==> config.mk <==
export PLATFORM = sky130hd
export DESIGN_NAME = param_calculator_core
export DESIGN_NICKNAME = d
export VERILOG_FILES = /design/src/rtl/param_calculator_core.sv
export SDC_FILE = /design/constraint.sdc
export NUM_CORES = 1
export LEC_CHECK = 0
export BUFFER_PORTS_ARGS = -buffer_cell sky130_fd_sc_hd__buf_2
export CAP_MARGIN = 20
export CELL_PAD_IN_SITES_DETAIL_PLACEMENT = 1
export CELL_PAD_IN_SITES_GLOBAL_PLACEMENT = 2
export CORE_AREA = 2 2 148 150
export CTS_BUF_LIST = sky130_fd_sc_hd__clkbuf_4 sky130_fd_sc_hd__clkbuf_8
export CTS_CLUSTER_SIZE = 12
export DETAILED_ROUTE_END_ITERATION = 8
export DIE_AREA = 0 0 150 152
export PLACE_DENSITY_LB_ADDON = 0.1
export REMOVE_ABC_BUFFERS = 1
export SLEW_MARGIN = 20
export SYNTH_ARGS = -nofsm -noshare
export SYNTH_HDL_FRONTEND = slang
export SYNTH_SLANG_ARGS = --single-unit
==> constraint.sdc <==
create_clock -name clk -period 6.15 [get_ports clk]
set_input_delay 0.9225 -clock clk [delete_from_list [all_inputs] [get_ports clk]]
set_output_delay 0.9225 -clock clk [all_outputs]
set_load 0.05 [all_outputs]
==> src/rtl/param_calculator_core.sv <==
// Keyboard calculator core: two N-digit BCD operands entered from one-pulse key
// events, sequential add/sub/shift-add multiply, double-dabble back to BCD, and a
// time-multiplexed 2N-digit seven-segment display.
//
// Build option: define LEADING_ZERO_BLANK_EN to blank leading zero result digits
// in the SHOW state (least significant digit always shown).
//
// Ports:
//   clk, rst            clock, asynchronous active-low reset
//   key_pulse/key_code  one-cycle key strobe; 0-9 digit, 10 '+', 11 '-', 12 '*', 13 '=', 14 clear
//   busy                high while arithmetic or BCD conversion runs
//   done                one-cycle pulse on entry to SHOW
//   minus               result negative (subtract with A<B)
//   result_bcd          result magnitude, BCD, MS digit at top
//   ssd_ctrl            digit enables, active-low, MSB = leftmost digit
//   show                segments {dp,g..a}, active-low
module param_calculator_core #(
  parameter int unsigned DIGITS   = 2,
  parameter int unsigned SCAN_DIV = 17
) (
  input  logic                  clk,
  input  logic                  rst,
  input  logic                  key_pulse,
  input  logic [4:0]            key_code,
  output logic                  busy,
  output logic                  done,
  output logic                  minus,
  output logic [8*DIGITS-1:0]   result_bcd,
  output logic [2*DIGITS-1:0]   ssd_ctrl,
  output logic [7:0]            show
);

  localparam int unsigned AW = 4 * DIGITS;     // operand binary / BCD width
  localparam int unsigned RW = 2 * AW;         // result binary width
  localparam int unsigned BW = 8 * DIGITS;     // result BCD width
  localparam int unsigned DW = 2 * DIGITS;     // display digits
  localparam int unsigned CW = $clog2(RW);
  localparam int unsigned SW = $clog2(DW);

  typedef enum logic [2:0] {
    ST_ENTRY_A = 3'd0,
    ST_ENTRY_B = 3'd1,
    ST_ARITH   = 3'd2,
    ST_CONV    = 3'd3,
    ST_SHOW    = 3'd4
  } state_t;

  typedef enum logic [1:0] {
    OP_ADD = 2'd0,
    OP_SUB = 2'd1,
    OP_MUL = 2'd2
  } op_t;

  // BCD operand to binary, MS digit first
  function automatic logic [AW-1:0] bcd2bin(input logic [AW-1:0] bcd);
    logic [AW-1:0] v;
    v = '0;
    for (int i = int'(DIGITS) - 1; i >= 0; i--)
      v = AW'(v * AW'(10)) + AW'(bcd[4*i +: 4]);
    return v;
  endfunction

  // Double-dabble correction: add 3 to every digit >= 5
  function automatic logic [BW-1:0] dd_adjust(input logic [BW-1:0] x);
    logic [BW-1:0] y;
    y = x;
    for (int i = 0; i < int'(DW); i++)
      if (x[4*i +: 4] >= 4'd5) y[4*i +: 4] = x[4*i +: 4] + 4'd3;
    return y;
  endfunction

  // Active-low {dp,g..a}; anything non-BCD blanks the digit
  function automatic logic [7:0] seg7(input logic [3:0] d);
    case (d)
      4'd0:    return 8'hC0;
      4'd1:    return 8'hF9;
      4'd2:    return 8'hA4;
      4'd3:    return 8'hB0;
      4'd4:    return 8'h99;
      4'd5:    return 8'h92;
      4'd6:    return 8'h82;
      4'd7:    return 8'hF8;
      4'd8:    return 8'h80;
      4'd9:    return 8'h90;
      default: return 8'hFF;
    endcase
  endfunction

`ifdef LEADING_ZERO_BLANK_EN
  // Bit i set when digit i and every digit above it are zero; digit 0 never set
  function automatic logic [DW-1:0] lead_zero(input logic [BW-1:0] x);
    logic [DW-1:0] m;
    logic          z;
    m = '0;
    z = 1'b1;
    for (int i = int'(DW) - 1; i > 0; i--) begin
      z    = z && (x[4*i +: 4] == 4'd0);
      m[i] = z;
    end
    return m;
  endfunction
`endif

  state_t               state, state_n;
  op_t                  op;
  logic [AW-1:0]        a, b;
  logic [AW-1:0]        a_bin, b_bin, abs_diff, mplier;
  logic [RW-1:0]        prod, mcand, prod_step, bin_sr;
  logic [BW-1:0]        bcd_sr, bcd_adj, conv_bcd_n, disp_val;
  logic [CW-1:0]        cnt;
  logic [SCAN_DIV-1:0]  pre;
  logic [SW-1:0]        scan_idx;
  logic [3:0]           disp_digit;
  logic [7:0]           show_c;
  logic                 key_dig, key_op, key_eq, key_clr;
  logic                 a_lt_b, arith_last, conv_last, busy_n, done_n;

  // Key decode
  assign key_dig = key_pulse && (key_code <= 5'd9);
  assign key_op  = key_pulse && (key_code >= 5'd10) && (key_code <= 5'd12);
  assign key_eq  = key_pulse && (key_code == 5'd13);
  assign key_clr = key_pulse && (key_code == 5'd14);

  // Datapath helpers
  assign a_bin      = bcd2bin(a);
  assign b_bin      = bcd2bin(b);
  assign a_lt_b     = a_bin < b_bin;
  assign abs_diff   = a_lt_b ? (b_bin - a_bin) : (a_bin - b_bin);
  assign prod_step  = prod + (mplier[0] ? mcand : '0);
  assign bcd_adj    = dd_adjust(bcd_sr);
  assign conv_bcd_n = BW'({bcd_adj, bin_sr[RW-1]});
  assign arith_last = (op != OP_MUL) || (cnt == CW'(AW - 1));
  assign conv_last  = (cnt == CW'(RW - 1));

  // Next-state and registered-output decode
  always_comb begin
    state_n = state;
    busy_n  = 1'b0;
    done_n  = 1'b0;
    if (key_clr) begin
      state_n = ST_ENTRY_A;
    end else begin
      case (state)
        ST_ENTRY_A: if (key_op)     state_n = ST_ENTRY_B;
        ST_ENTRY_B: if (key_eq)     state_n = ST_ARITH;
        ST_ARITH:   if (arith_last) state_n = ST_CONV;
        ST_CONV:    if (conv_last)  state_n = ST_SHOW;
        ST_SHOW:    if (key_dig)    state_n = ST_ENTRY_A;
        default:                    state_n = ST_ENTRY_A;
      endcase
    end
    busy_n = (state_n == ST_ARITH) || (state_n == ST_CONV);
    done_n = (state == ST_CONV) && (state_n == ST_SHOW);
  end

  // State register
  always_ff @(posedge clk or negedge rst) begin
    if (!rst) begin
      state <= ST_ENTRY_A;
      busy  <= 1'b0;
      done  <= 1'b0;
    end else begin
      state <= state_n;
      busy  <= busy_n;
      done  <= done_n;
    end
  end

  // Operand entry, arithmetic and BCD conversion
  always_ff @(posedge clk or negedge rst) begin
    if (!rst) begin
      a          <= '0;
      b          <= '0;
      op         <= OP_ADD;
      minus      <= 1'b0;
      result_bcd <= '0;
      prod       <= '0;
      mcand      <= '0;
      mplier     <= '0;
      bin_sr     <= '0;
      bcd_sr     <= '0;
      cnt        <= '0;
    end else if (key_clr) begin
      a          <= '0;
      b          <= '0;
      minus      <= 1'b0;
      result_bcd <= '0;
      cnt        <= '0;
    end else begin
      case (state)
        ST_ENTRY_A: begin
          if (key_dig) a <= AW'({a, key_code[3:0]});
          if (key_op) begin
            case (key_code)
              5'd10:   op <= OP_ADD;
              5'd11:   op <= OP_SUB;
              default: op <= OP_MUL;
            endcase
          end
        end
        ST_ENTRY_B: begin
          if (key_dig) b <= AW'({b, key_code[3:0]});
          if (key_eq) begin
            prod   <= '0;
            mcand  <= RW'(a_bin);
            mplier <= b_bin;
            cnt    <= '0;
          end
        end
        ST_ARITH: begin
          bcd_sr <= '0;
          case (op)
            OP_ADD: begin
              bin_sr <= RW'(a_bin) + RW'(b_bin);
              minus  <= 1'b0;
              cnt    <= '0;
            end
            OP_SUB: begin
              bin_sr <= RW'(abs_diff);
              minus  <= a_lt_b;
              cnt    <= '0;
            end
            default: begin
              // Shift-add, multiplier LSB first
              prod   <= prod_step;
              mcand  <= {mcand[RW-2:0], 1'b0};
              mplier <= {1'b0, mplier[AW-1:1]};
              minus  <= 1'b0;
              bin_sr <= prod_step;
              cnt    <= arith_last ? '0 : cnt + CW'(1);
            end
          endcase
        end
        ST_CONV: begin
          bcd_sr <= conv_bcd_n;
          bin_sr <= {bin_sr[RW-2:0], 1'b0};
          cnt    <= cnt + CW'(1);
          if (conv_last) result_bcd <= conv_bcd_n;
        end
        ST_SHOW: begin
          if (key_dig) begin
            a     <= AW'(key_code[3:0]);
            b     <= '0;
            minus <= 1'b0;
          end
        end
        default: ;
      endcase
    end
  end

  // Display source digit and segment pattern
  always_comb begin
    disp_val   = (state == ST_SHOW) ? result_bcd : {a, b};
    disp_digit = disp_val[{scan_idx, 2'b00} +: 4];
    show_c     = seg7(disp_digit);
`ifdef LEADING_ZERO_BLANK_EN
    if ((state == ST_SHOW) && lead_zero(result_bcd)[scan_idx]) show_c = 8'hFF;
`endif
  end

  // Scan prescaler and digit multiplexer
  always_ff @(posedge clk or negedge rst) begin
    if (!rst) begin
      pre      <= '0;
      scan_idx <= '0;
      ssd_ctrl <= ~DW'(1);
      show     <= 8'hC0;
    end else begin
      pre <= pre + SCAN_DIV'(1);
      if (&pre) scan_idx <= (scan_idx == SW'(DW - 1)) ? '0 : scan_idx + SW'(1);
      ssd_ctrl <= ~(DW'(1) << scan_idx);
      show     <= show_c;
    end
  end

endmodule
==> qor.yml, run 1 <==
wl_per_cell_um: 19.05
clock-sinks: 146
drv_cap: 0
cts_setup_buffers: 0
combPwrFrac_pct: 63.0
die_w_um: 150
critPathMaxFanout: 11
crit_chain: "ha_1 -> ha_1 -> inv_1 -> fa_1 -> xnor2_1 -> inv_1 -> ha_1 -> nor2_1 -> nand3_1 -> o211ai_1 -> and3b_1 -> and3_1 -> o31ai_1 -> a21oi_1"
clockBufferDepth: 2
ir_drop_mv: 0.3918
hold_class: "flop to flop"
yosysTopAreaCell: "dfrtp_1"
finalWirelength_um: 24860
n_antenna_cell: 0
worstRegToRegCells: 14
yosys_most_used_dff: "dfrtp_1"
min_path_cells: 1
ios: 39
power_frac_seq_pct: 24.1
tightestPinTransition_ps: 1075
required_ps: 6490
p_leak_nw: 4.674
num-fill-cells: 2516
crit_path_max_incr_delay_ps: 780
grt_pass1_vias: 7843
setup.worst_path.end_class: "flop"
synth_edf_count: 0
syn_avg_cell_area_um2: 9.250
route.vias.total: 7228
cts_resized: 0
gp_routability_congestion: 0.8531
clockRootBuffer: "clkbuf_8"
ys_ff_latch: 146
row_count: 54
grt_pass1_wl_um: 41750
yosys.cell_types.count: 66
finalHoldViolations: 0
dp_hpwl_um: 18390
clockPowerShare_pct: 12.9
fin_nets: 1100
p_int_mw: 2.995
ys_seq_area_share_pct: 39.87
fin_setup_tns_ps: 0
path_class: "flop to flop"
path_depth: 14
die_area_um2: 22800
slowest_stage: "o211ai_1"
path_delay_family: "adder cells"
drtIter0Drc: 244
min-delay-start: "pre[11]"
critPathLaunchType: "flop"
ys_async_sr_fraction_pct: 100.0
drt_pre_antenna_iters: 4
grt_overflow: 0
hold_buffers: 0
core-area_um2: 21350
cts_made_buffers: 17
vias_per_cell: 5.539
crit_buf_inv: 2
die_h_um: 152
fin_crit_sh_pct: 72.13
final_cells: 1305
clk_pin_slew_ps: 90
p_switching_mw: 3.004
outcome: "complete, no violations"
register_area_um2: 3659
yosysMostFrequentCell: "dfrtp_1"
skew_ps: 13.71
detail-route-antenna-nets: 0
fmaxAchievable_mhz: 225.4
port_buffers: 37
syn_area_um2: 9176
timing.rr.end: "bin_sr[6]"
synthTopCellsByCount: "dfrtp_1, nand2_1, o21ai_0"
swShare_pct: 50.08
setup_viol: 0
r2r_slack_ps: 1710
grt_max_degree: 99
final_max_slew_viol_count: 0
drive_gt1_share_pct: 10.93
yosys_warnings: 0
fin_crit_ps: 4436
dp_cells: 1273
yosys-top-cells-area: "dfrtp_1, ha_1, nand2_1, o21ai_0, a21oi_1"
area_growth_pct: 8.672
powerDensity_nw_per_um2: 601.7
multiInputGateArea_um2: 5082
antenna_found_initial: 0
drc: 0
reg2reg_from: "b[7]"
cts_tree: "built"
htree_levels: 4
postSynthCellCount: 992
synth_top_area_share_pct: 38.72
arrival_ps: 4780
holdPathEnd: "pre[11]"
clk_latency_ps: 460
maxSlewHeadroom_pct: 27.88
cp_common_cell: "ha_1"
start_util_pct: 42.98
rsz0062_at_grt: "no"
track_usage_pct: 23.22
## power groups by stage
stage | clock, mW | sequential, mW | combinational [mW]
CTS | 0.794 | 1.45 | 3.77
global placement | 0 | 1.46 | 3.72
global route | 0.836 | 1.49 | 4.22
detailed placement | 0 | 1.46 | 3.76
finish | 0.775 | 1.45 | 3.78
floorplan | 0 | 1.56 | 2.65
## kinds of logic after synthesis
family	synth area share, %
AND/OR/NAND/NOR	17.13
AO/OA/AOI/OAI	17.07
flip-flops	39.87
buffers and inverters	4.813
adder cells (fa/ha/maj)	11.56
XOR/XNOR	5.059
multiplexers	4.459
other	0.04087
## area by class of cell
class | count | area share [%]
Clock buffer | 18 | 2.422
Clock inverter | 14 | 1.443
Inverter | 63 | 2.371
Multi-Input combinational cell | 738 | 50.97
Sequential cell | 146 | 36.69
Tap cell | 280 | 3.513
Timing Repair Buffer | 46 | 2.597
## worst register-to-register path: stages (launching register included)
cell	delay [ps]
dfrtp_1	470
ha_1	310
ha_1	210
inv_1	70
fa_1	460
xnor2_1	300
inv_1	110
ha_1	440
nor2_1	250
nand3_1	120
o211ai_1	780
and3b_1	260
and3_1	170
o31ai_1	240
a21oi_1	110
## metrics by stage
stage / utilization [%] / worst slack [ps] / cell area [um^2] / power [mW] / hold slack [ps]
floorplan: - / 2310 / 8971 / 4.203 / 436.9
finish: 46.71 / 1714 / 9972 / 6.000 / 473.2
detailed placement: 44.90 / 1790 / 9587 / 5.220 / 460.9
global placement: 44.88 / 1907 / 9583 / 5.181 / 451.2
CTS: 46.71 / 1703 / 9972 / 6.018 / 479.2
global route: 46.71 / 1251 / 9972 / 6.540 / 497.7
## worst max-delay path by stage
stage          startpoint   endpoint  slack [ps]
3_3_place_gp         b[7]  bin_sr[6]        1910
2_1_floorplan        b[7]  bin_sr[6]        2310
6_report             b[7]  bin_sr[6]        1710
3_5_place_dp         b[7]  bin_sr[6]        1790
4_1_cts              b[7]  bin_sr[6]        1700
5_1_grt              b[7]  bin_sr[6]        1250
## cell usage in the layout, fill, tap and decap left out, types with 9 or more instances in the layout
master    netlist  final
nand2_1       123    123
a21o_1          9      9
o21ai_0        74     74
xor2_1         18     18
nor3_1         14     14
xnor2_1        35     35
inv_1          60     60
nor2_1         68     67
buf_2          11     36
nand3_1        30     30
a22o_1         18     18
ha_1           72     72
and3_1         14     14
clkbuf_8        0     17
dfrtp_1       142    142
nor2b_1        19     19
a31oi_1        12     12
a21oi_1        63     62
and2_1         18     18
nand3b_1       15     15
buf_4           2      9
## registers in the layout (all words and copies together) (netlist names)
register    count
ssd_ctrl        4
state           3
pre            17
scan_idx        2
a               8
bin_sr         16
busy            1
mplier          8
mcand          16
prod           16
op              2
bcd_sr         16
show            7
result_bcd     16
b               8
done            1
cnt             4
minus           1
## routing by layer
| metal | part of all wire [%] | vias up | global-route usage, % |
|---|---|---|---|
| met5 | 0 | - | 0 |
| met1 | 47 | 3606 | 31.40 |
| met3 | 3.0 | 29 | 3.754 |
| met2 | 48 | 83 | 38.55 |
| li1 | - | 3510 | - |
| met4 | 1.7 | 0 | 6.379 |
Power figures use the tool's default switching activity.
==> inputs of run 2 (changes only) <==
Settings changed: CORE_AREA 2 2 148 150 to 2 2 161 163, DIE_AREA 0 0 150 152 to 0 0 163 165.
Clock period 6.15 ns to 3.8 ns, I/O delays scaled along.
==> qor.yml, run 2 (synthesized netlist as in run 1, its figures left out) <==
fin_crit_ps: 3629  # was 4436 ps
ios: 39  # unchanged
detail-route-antenna-nets: 0  # unchanged
drive_gt1_share_pct: 15.66  # was 10.93%
finalHoldViolations: 0  # unchanged
skew_ps: 17.23  # was 13.71 ps
row_count: 58  # was 54
ir_drop_mv: 0.5458  # was 0.3918 mV
maxSlewHeadroom_pct: 43.83  # was 27.88%
grt_overflow: 0  # unchanged
arrival_ps: 3990  # was 4780 ps
setup_viol: 0  # unchanged
required_ps: 4160  # was 6490 ps
critPathLaunchType: "flop"  # unchanged
met1_usage_pct: 27.99  # was 31.40%
final_cell_mix: "dfrtp_1, nand2_1, o21ai_0"  # unchanged
fin_setup_tns_ps: 0  # unchanged
finalWirelength_um: 26440  # was 24860 um
hold_buffers: 0  # unchanged
cts_made_buffers: 17  # unchanged
grt_pass1_vias: 7648  # was 7843
mostFrequentLayoutCell: "dfrtp_1"  # unchanged
htree_levels: 4  # unchanged
path_class: "flop to flop"  # unchanged
gp_routability_congestion: 0.8085  # was 0.8531
route.vias.total: 7300  # was 7228
largest_register: "pre"  # unchanged
timing.rr.end: "bin_sr[3]"  # was bin_sr[6]
p_leak_nw: 4.893  # was 4.674 nW
core-area_um2: 25040  # was 21350 um^2
crit_chain: "ha_1 -> ha_2 -> inv_1 -> fa_2 -> nor2_2 -> nand2_1 -> xor2_1 -> a22oi_2 -> ha_4 -> nand3_1 -> o211ai_1 -> buf_6 -> buf_6 -> mux2i_2 -> xnor2_1 -> a211oi_1 -> nor2_1"  # was ha_1 -> ha_1 -> inv_1 -> fa_1 -> xnor2_1 -> inv_1 -> ha_1 -> nor2_1 -> nand3_1 -> o211ai_1 -> and3b_1 -> and3_1 -> o31ai_1 -> a21oi_1
fmaxAchievable_mhz: 275.5  # was 225.4 MHz
antenna_found_initial: 0  # unchanged
critPathMaxFanout: 5  # was 11
tightestPinTransition_ps: 838.0  # was 1075 ps
area_growth_pct: 13.77  # was 8.672%
use_met3_pct: 2.511  # was 3.754%
grt.busiest_layer: "met2"  # unchanged
clk_pin_slew_ps: 100  # was 90 ps
cts_tree: "built"  # unchanged
grt_pass1_wl_um: 42750  # was 41750 um
clock-sinks: 146  # unchanged
fin_crit_sh_pct: 95.51  # was 72.13%
vias_per_cell: 5.252  # was 5.539
wl_per_cell_um: 19.02  # was 19.05 um
outcome: "complete, no violations"  # unchanged
reg2reg_from: "b[5]"  # was b[7]
grt_max_degree: 61  # was 99
path_depth: 17  # was 14
start_util_pct: 36.65  # was 42.98%
hold_class: "input pin to async pin"  # was flop to flop
setup.worst_path.end_class: "flop"  # unchanged
clockBufferDepth: 2  # unchanged
final_util_pct: 41.70  # was 46.71%
clockRootBuffer: "clkbuf_8"  # unchanged
clk_latency_ps: 480  # was 460 ps
drc: 0  # unchanged
port_buffers: 37  # unchanged
fin_nets: 1135  # was 1100
slowest_stage: "fa_2"  # was o211ai_1
largest_reg_flops: 17  # unchanged
cp_common_cell: "buf_6"  # was ha_1
die_h_um: 165  # was 152 um
dp_hpwl_um: 19990  # was 18390 um
drv_cap: 0  # unchanged
crit_buf_inv: 3  # was 2
use_met2_pct: 35.09  # was 38.55%
crit_path_max_incr_delay_ps: 480  # was 780 ps
die_w_um: 163  # was 150 um
final_max_slew_viol_count: 0  # unchanged
track_usage_pct: 20.66  # was 23.22%
drtIter0Drc: 280  # was 244
r2r_slack_ps: 170  # was 1710 ps
drt_pre_antenna_iters: 4  # unchanged
powerDensity_nw_per_um2: 1037  # was 601.7 nW/um^2
die_area_um2: 26900  # was 22800 um^2
worstRegToRegCells: 17  # was 14
path_delay_family: "adder cells"  # unchanged
n_antenna_cell: 0  # unchanged
run 2: changes by cell type in the layout (fill, tap and decap cells not counted), moves of 3 or more:
| cell | before | now |
|---|---|---|
| ha_1 | 72 | 69 |
| xnor2_1 | 35 | 32 |
| buf_4 | 9 | 39 |
| clkinvlp_4 | 3 | 0 |
| xnor2_2 | 0 | 3 |
| clkinv_8 | 0 | 4 |
run 2: through the flow:
step                      instance area, um^2  cells  setup slack (ps)  power [mW]  hold slack, ps
after floorplan                          8971    947            -39.86       6.803           274.4
after global placement                   9901   1353             177.2       9.172           451.0
after detailed placement                 9901   1353             105.1       9.211           456.5
after CTS                               10310   1385             95.81       10.52           79.69
after global routing                    10440   1390            -32.51       11.74           90.11
final                                   10440   1390             170.5       10.83           67.59
run 2: worst max-delay path by stage:
stage / from / endpoint / slack (ps)
2_1_floorplan: b[7] / bin_sr[6] / -40
6_report: b[5] / bin_sr[3] / 170
4_1_cts: b[5] / minus / 100
3_5_place_dp: b[5] / bin_sr[5] / 110
5_1_grt: b[5] / bin_sr[6] / -30
3_3_place_gp: b[5] / bin_sr[5] / 180
run 2: area by class of cell:
| cell class | instances | area (um^2) |
|---|---|---|
| clock buffers | 18 | 247.7 |
| fillers | 2903 | 14600 |
| multi-input cells | 738 | 5169 |
| well taps | 330 | 412.9 |
| repair buffers | 81 | 551.8 |
| clock inverters | 14 | 162.7 |
| flip-flops and latches | 146 | 3660 |
| inverters | 63 | 236.5 |
run 2: what timing repair did:
item	CTS	global route
endpoints found under the setup margin	0	7
hold endpoints to repair	0	0
gates resized for setup	0	21
setup buffers	0	4
run 2: worst reg2reg max path, cell delays in order, from the launching register on:
cell and delay, ps:
dfrtp_1 390, ha_1 300, ha_2 190, inv_1 70, fa_2 480, nor2_2 130, nand2_1 80, xor2_1 170
a22oi_2 280, ha_4 210, nand3_1 80, o211ai_1 260, buf_6 170, buf_6 120, mux2i_2 220, xnor2_1 90
a211oi_1 220, nor2_1 60
run 2: per-layer routing:
metal,vias up,routed length [um],share of wire [%]
met1,3648,12790,48
met3,19,457,1.7
li1,3577,-,-
met2,56,12840,49
met4,0,359,1.4
met5,-,0,0
run 2: power by group:
| group | switching, mW | leakage, nW | internal, mW |
|---|---|---|---|
| Combinational | 4.12 | 2.78 | 3.13 |
| Sequential | 0.360 | 1.90 | 1.95 |
| Clock | 0.754 | 0.208 | 0.519 |
==> inputs of run 3 (changes only) <==
Settings changed: CORE_AREA 2 2 161 163 to 2 2 147 178, DIE_AREA 0 0 163 165 to 0 0 149 180.
==> qor.yml, run 3 (synthesized netlist as in run 1, its figures left out) <==
drive_gt1_share_pct: 16.47  # was 15.66%
arrival_ps: 4100  # was 3990 ps
die_area_um2: 26820  # was 26900 um^2
clk_latency_ps: 480  # about the same
grt_max_degree: 84  # was 61
critPathLaunchType: "flop"  # unchanged
clock-sinks: 146  # unchanged
htree_levels: 4  # unchanged
detail-route-antenna-nets: 0  # unchanged
dp_cells: 1361  # was 1353
route.vias.total: 7411  # was 7300
port_buffers: 37  # unchanged
crit_path_max_incr_delay_ps: 480  # about the same
finish.instance_area_um2: 10510  # was 10440 um^2
hold_class: "input pin to async pin"  # unchanged
area_growth_pct: 14.58  # was 13.77%
skew_ps: 16.95  # was 17.23 ps
grt_pass1_wl_um: 43590  # was 42750 um
vias_per_cell: 5.275  # was 5.252
mostFrequentLayoutCell: "dfrtp_1"  # unchanged
powerDensity_nw_per_um2: 1086  # was 1037 nW/um^2
ios: 39  # unchanged
outcome: "complete, no violations"  # unchanged
antenna_found_initial: 1  # was 0
clockBufferDepth: 2  # unchanged
largest_reg_flops: 17  # unchanged
rsz0062_at_grt: "yes"
clk_pin_slew_ps: 90  # was 100 ps
n_antenna_cell: 0  # unchanged
final_util_pct: 41.81  # was 41.70%
finalHoldViolations: 0  # unchanged
fin_crit_sh_pct: 97.47  # was 95.51%
tightestPinTransition_ps: 966.3  # was 838.0 ps
maxSlewHeadroom_pct: 35.15  # was 43.83%
ir_drop_mv: 0.5921  # was 0.5458 mV
dp_hpwl_um: 20130  # was 19990 um
setup_viol: 0  # unchanged
die_w_um: 149  # was 163 um
finalWirelength_um: 26970  # was 26440 um
p_total_mw: 11.41  # was 10.83 mW
final_max_slew_viol_count: 0  # unchanged
final_cell_mix: "dfrtp_1, nand2_1, o21ai_0"  # unchanged
crit_buf_inv: 4  # was 3
cts_tree: "built"  # unchanged
fin_nets: 1150  # was 1135
row_count: 64  # was 58
setup.worst_path.end_class: "flop"  # unchanged
required_ps: 4200  # was 4160 ps
fmaxAchievable_mhz: 270.0  # was 275.5 MHz
drt_pre_antenna_iters: 4  # unchanged
fin_crit_ps: 3704  # was 3629 ps
die_h_um: 180  # was 165 um
place_area_um2: 9956  # was 9901 um^2
wl_per_cell_um: 19.20  # was 19.02 um
p_leak_nw: 4.923  # was 4.893 nW
drtIter0Drc: 212  # was 280
drv_cap: 0  # unchanged
largest_register: "pre"  # unchanged
grt_pass1_vias: 7823  # was 7648
final_cells: 1405  # was 1390
crit_chain: "ha_1 -> ha_2 -> inv_2 -> fa_2 -> nor2_2 -> nand2_1 -> xor2_1 -> a22oi_2 -> ha_1 -> buf_6 -> o211ai_1 -> o211ai_1 -> buf_4 -> buf_4 -> or4b_1 -> a21oi_2"  # was ha_1 -> ha_2 -> inv_1 -> fa_2 -> nor2_2 -> nand2_1 -> xor2_1 -> a22oi_2 -> ha_4 -> nand3_1 -> o211ai_1 -> buf_6 -> buf_6 -> mux2i_2 -> xnor2_1 -> a211oi_1 -> nor2_1
slowest_stage: "or4b_1"  # was fa_2
grt_overflow: 0  # unchanged
drc: 0  # unchanged
track_usage_pct: 20.96  # was 20.66%
core-area_um2: 25140  # was 25040 um^2
hold_slack_ps: 112.7  # was 67.59 ps
gp_routability_congestion: 0.8260  # was 0.8085
start_util_pct: 36.49  # was 36.65%
cts_made_buffers: 17  # unchanged
path_class: "flop to flop"  # unchanged
clockRootBuffer: "clkbuf_8"  # unchanged
critPathMaxFanout: 4  # was 5
num-fill-cells: 2961  # was 2903
path_delay_family: "adder cells"  # unchanged
-- run 3: cell types whose count changed in the layout (fill, tap and decap cells not counted), moves of 3 or more --
cell,delta
clkinvlp_4,+5
clkinv_8,-4
xnor2_1,+3
inv_6,-3
xnor2_2,-3
buf_4,+16
-- run 3: area by class of cell --
cell class	instances	area, um^2	share of cell area (%)
inverters	63	236.5	2.249
multi-input cells	738	5132	48.82
repair buffers	96	666.9	6.343
well taps	330	412.9	3.927
clock buffers	19	255.2	2.428
clock inverters	13	151.4	1.440
flip-flops and latches	146	3659	34.80
-- run 3: power breakdown --
part | internal [mW] | switching, mW
registers | 1.95 | 0.370
logic | 3.45 | 4.34
clock network | 0.619 | 0.683
total | 6.02 | 5.40
-- run 3: final timing paths --
| check | start | slack [ps] | cells past startpoint | end |
|---|---|---|---|---|
| setup / recovery | b[7] | 100 | 16 | minus |
| setup reg to reg | b[7] | 100 | 16 | minus |
| hold / removal | rst | 110 | 1 | prod[1] |
| min in group clk | key_code[0] | 370 | 3 | a[0] |
| hold reg to reg | pre[4] | 470 | 1 | pre[4] |
| max in group asynchronous | rst | 2830 | 2 | b[6] |
-- run 3: per-stage QoR --
stage | setup slack, ps | TNS (ps)
finish | 96.13 | 0
global route | -108.2 | -538.6
CTS | 104.6 | 0
detailed placement | 141.4 | 0
global placement | 193.2 | 0
floorplan | -39.86 | -39.86
-- run 3: per-layer routing --
metal | global-route usage (%) | wire [um]
met1 | 26.33 | 11960
met2 | 36.68 | 13810
met3 | 2.995 | 507
met4 | 7.124 | 693
met5 | 0 | 0
-- run 3: repair_timing --
action                     in CTS  in global routing
gates resized for setup         0                 22
hold endpoints to repair        0                  0
setup endpoints to repair       0                  7
hold buffers                    0                  0
buffers inserted                0                 11
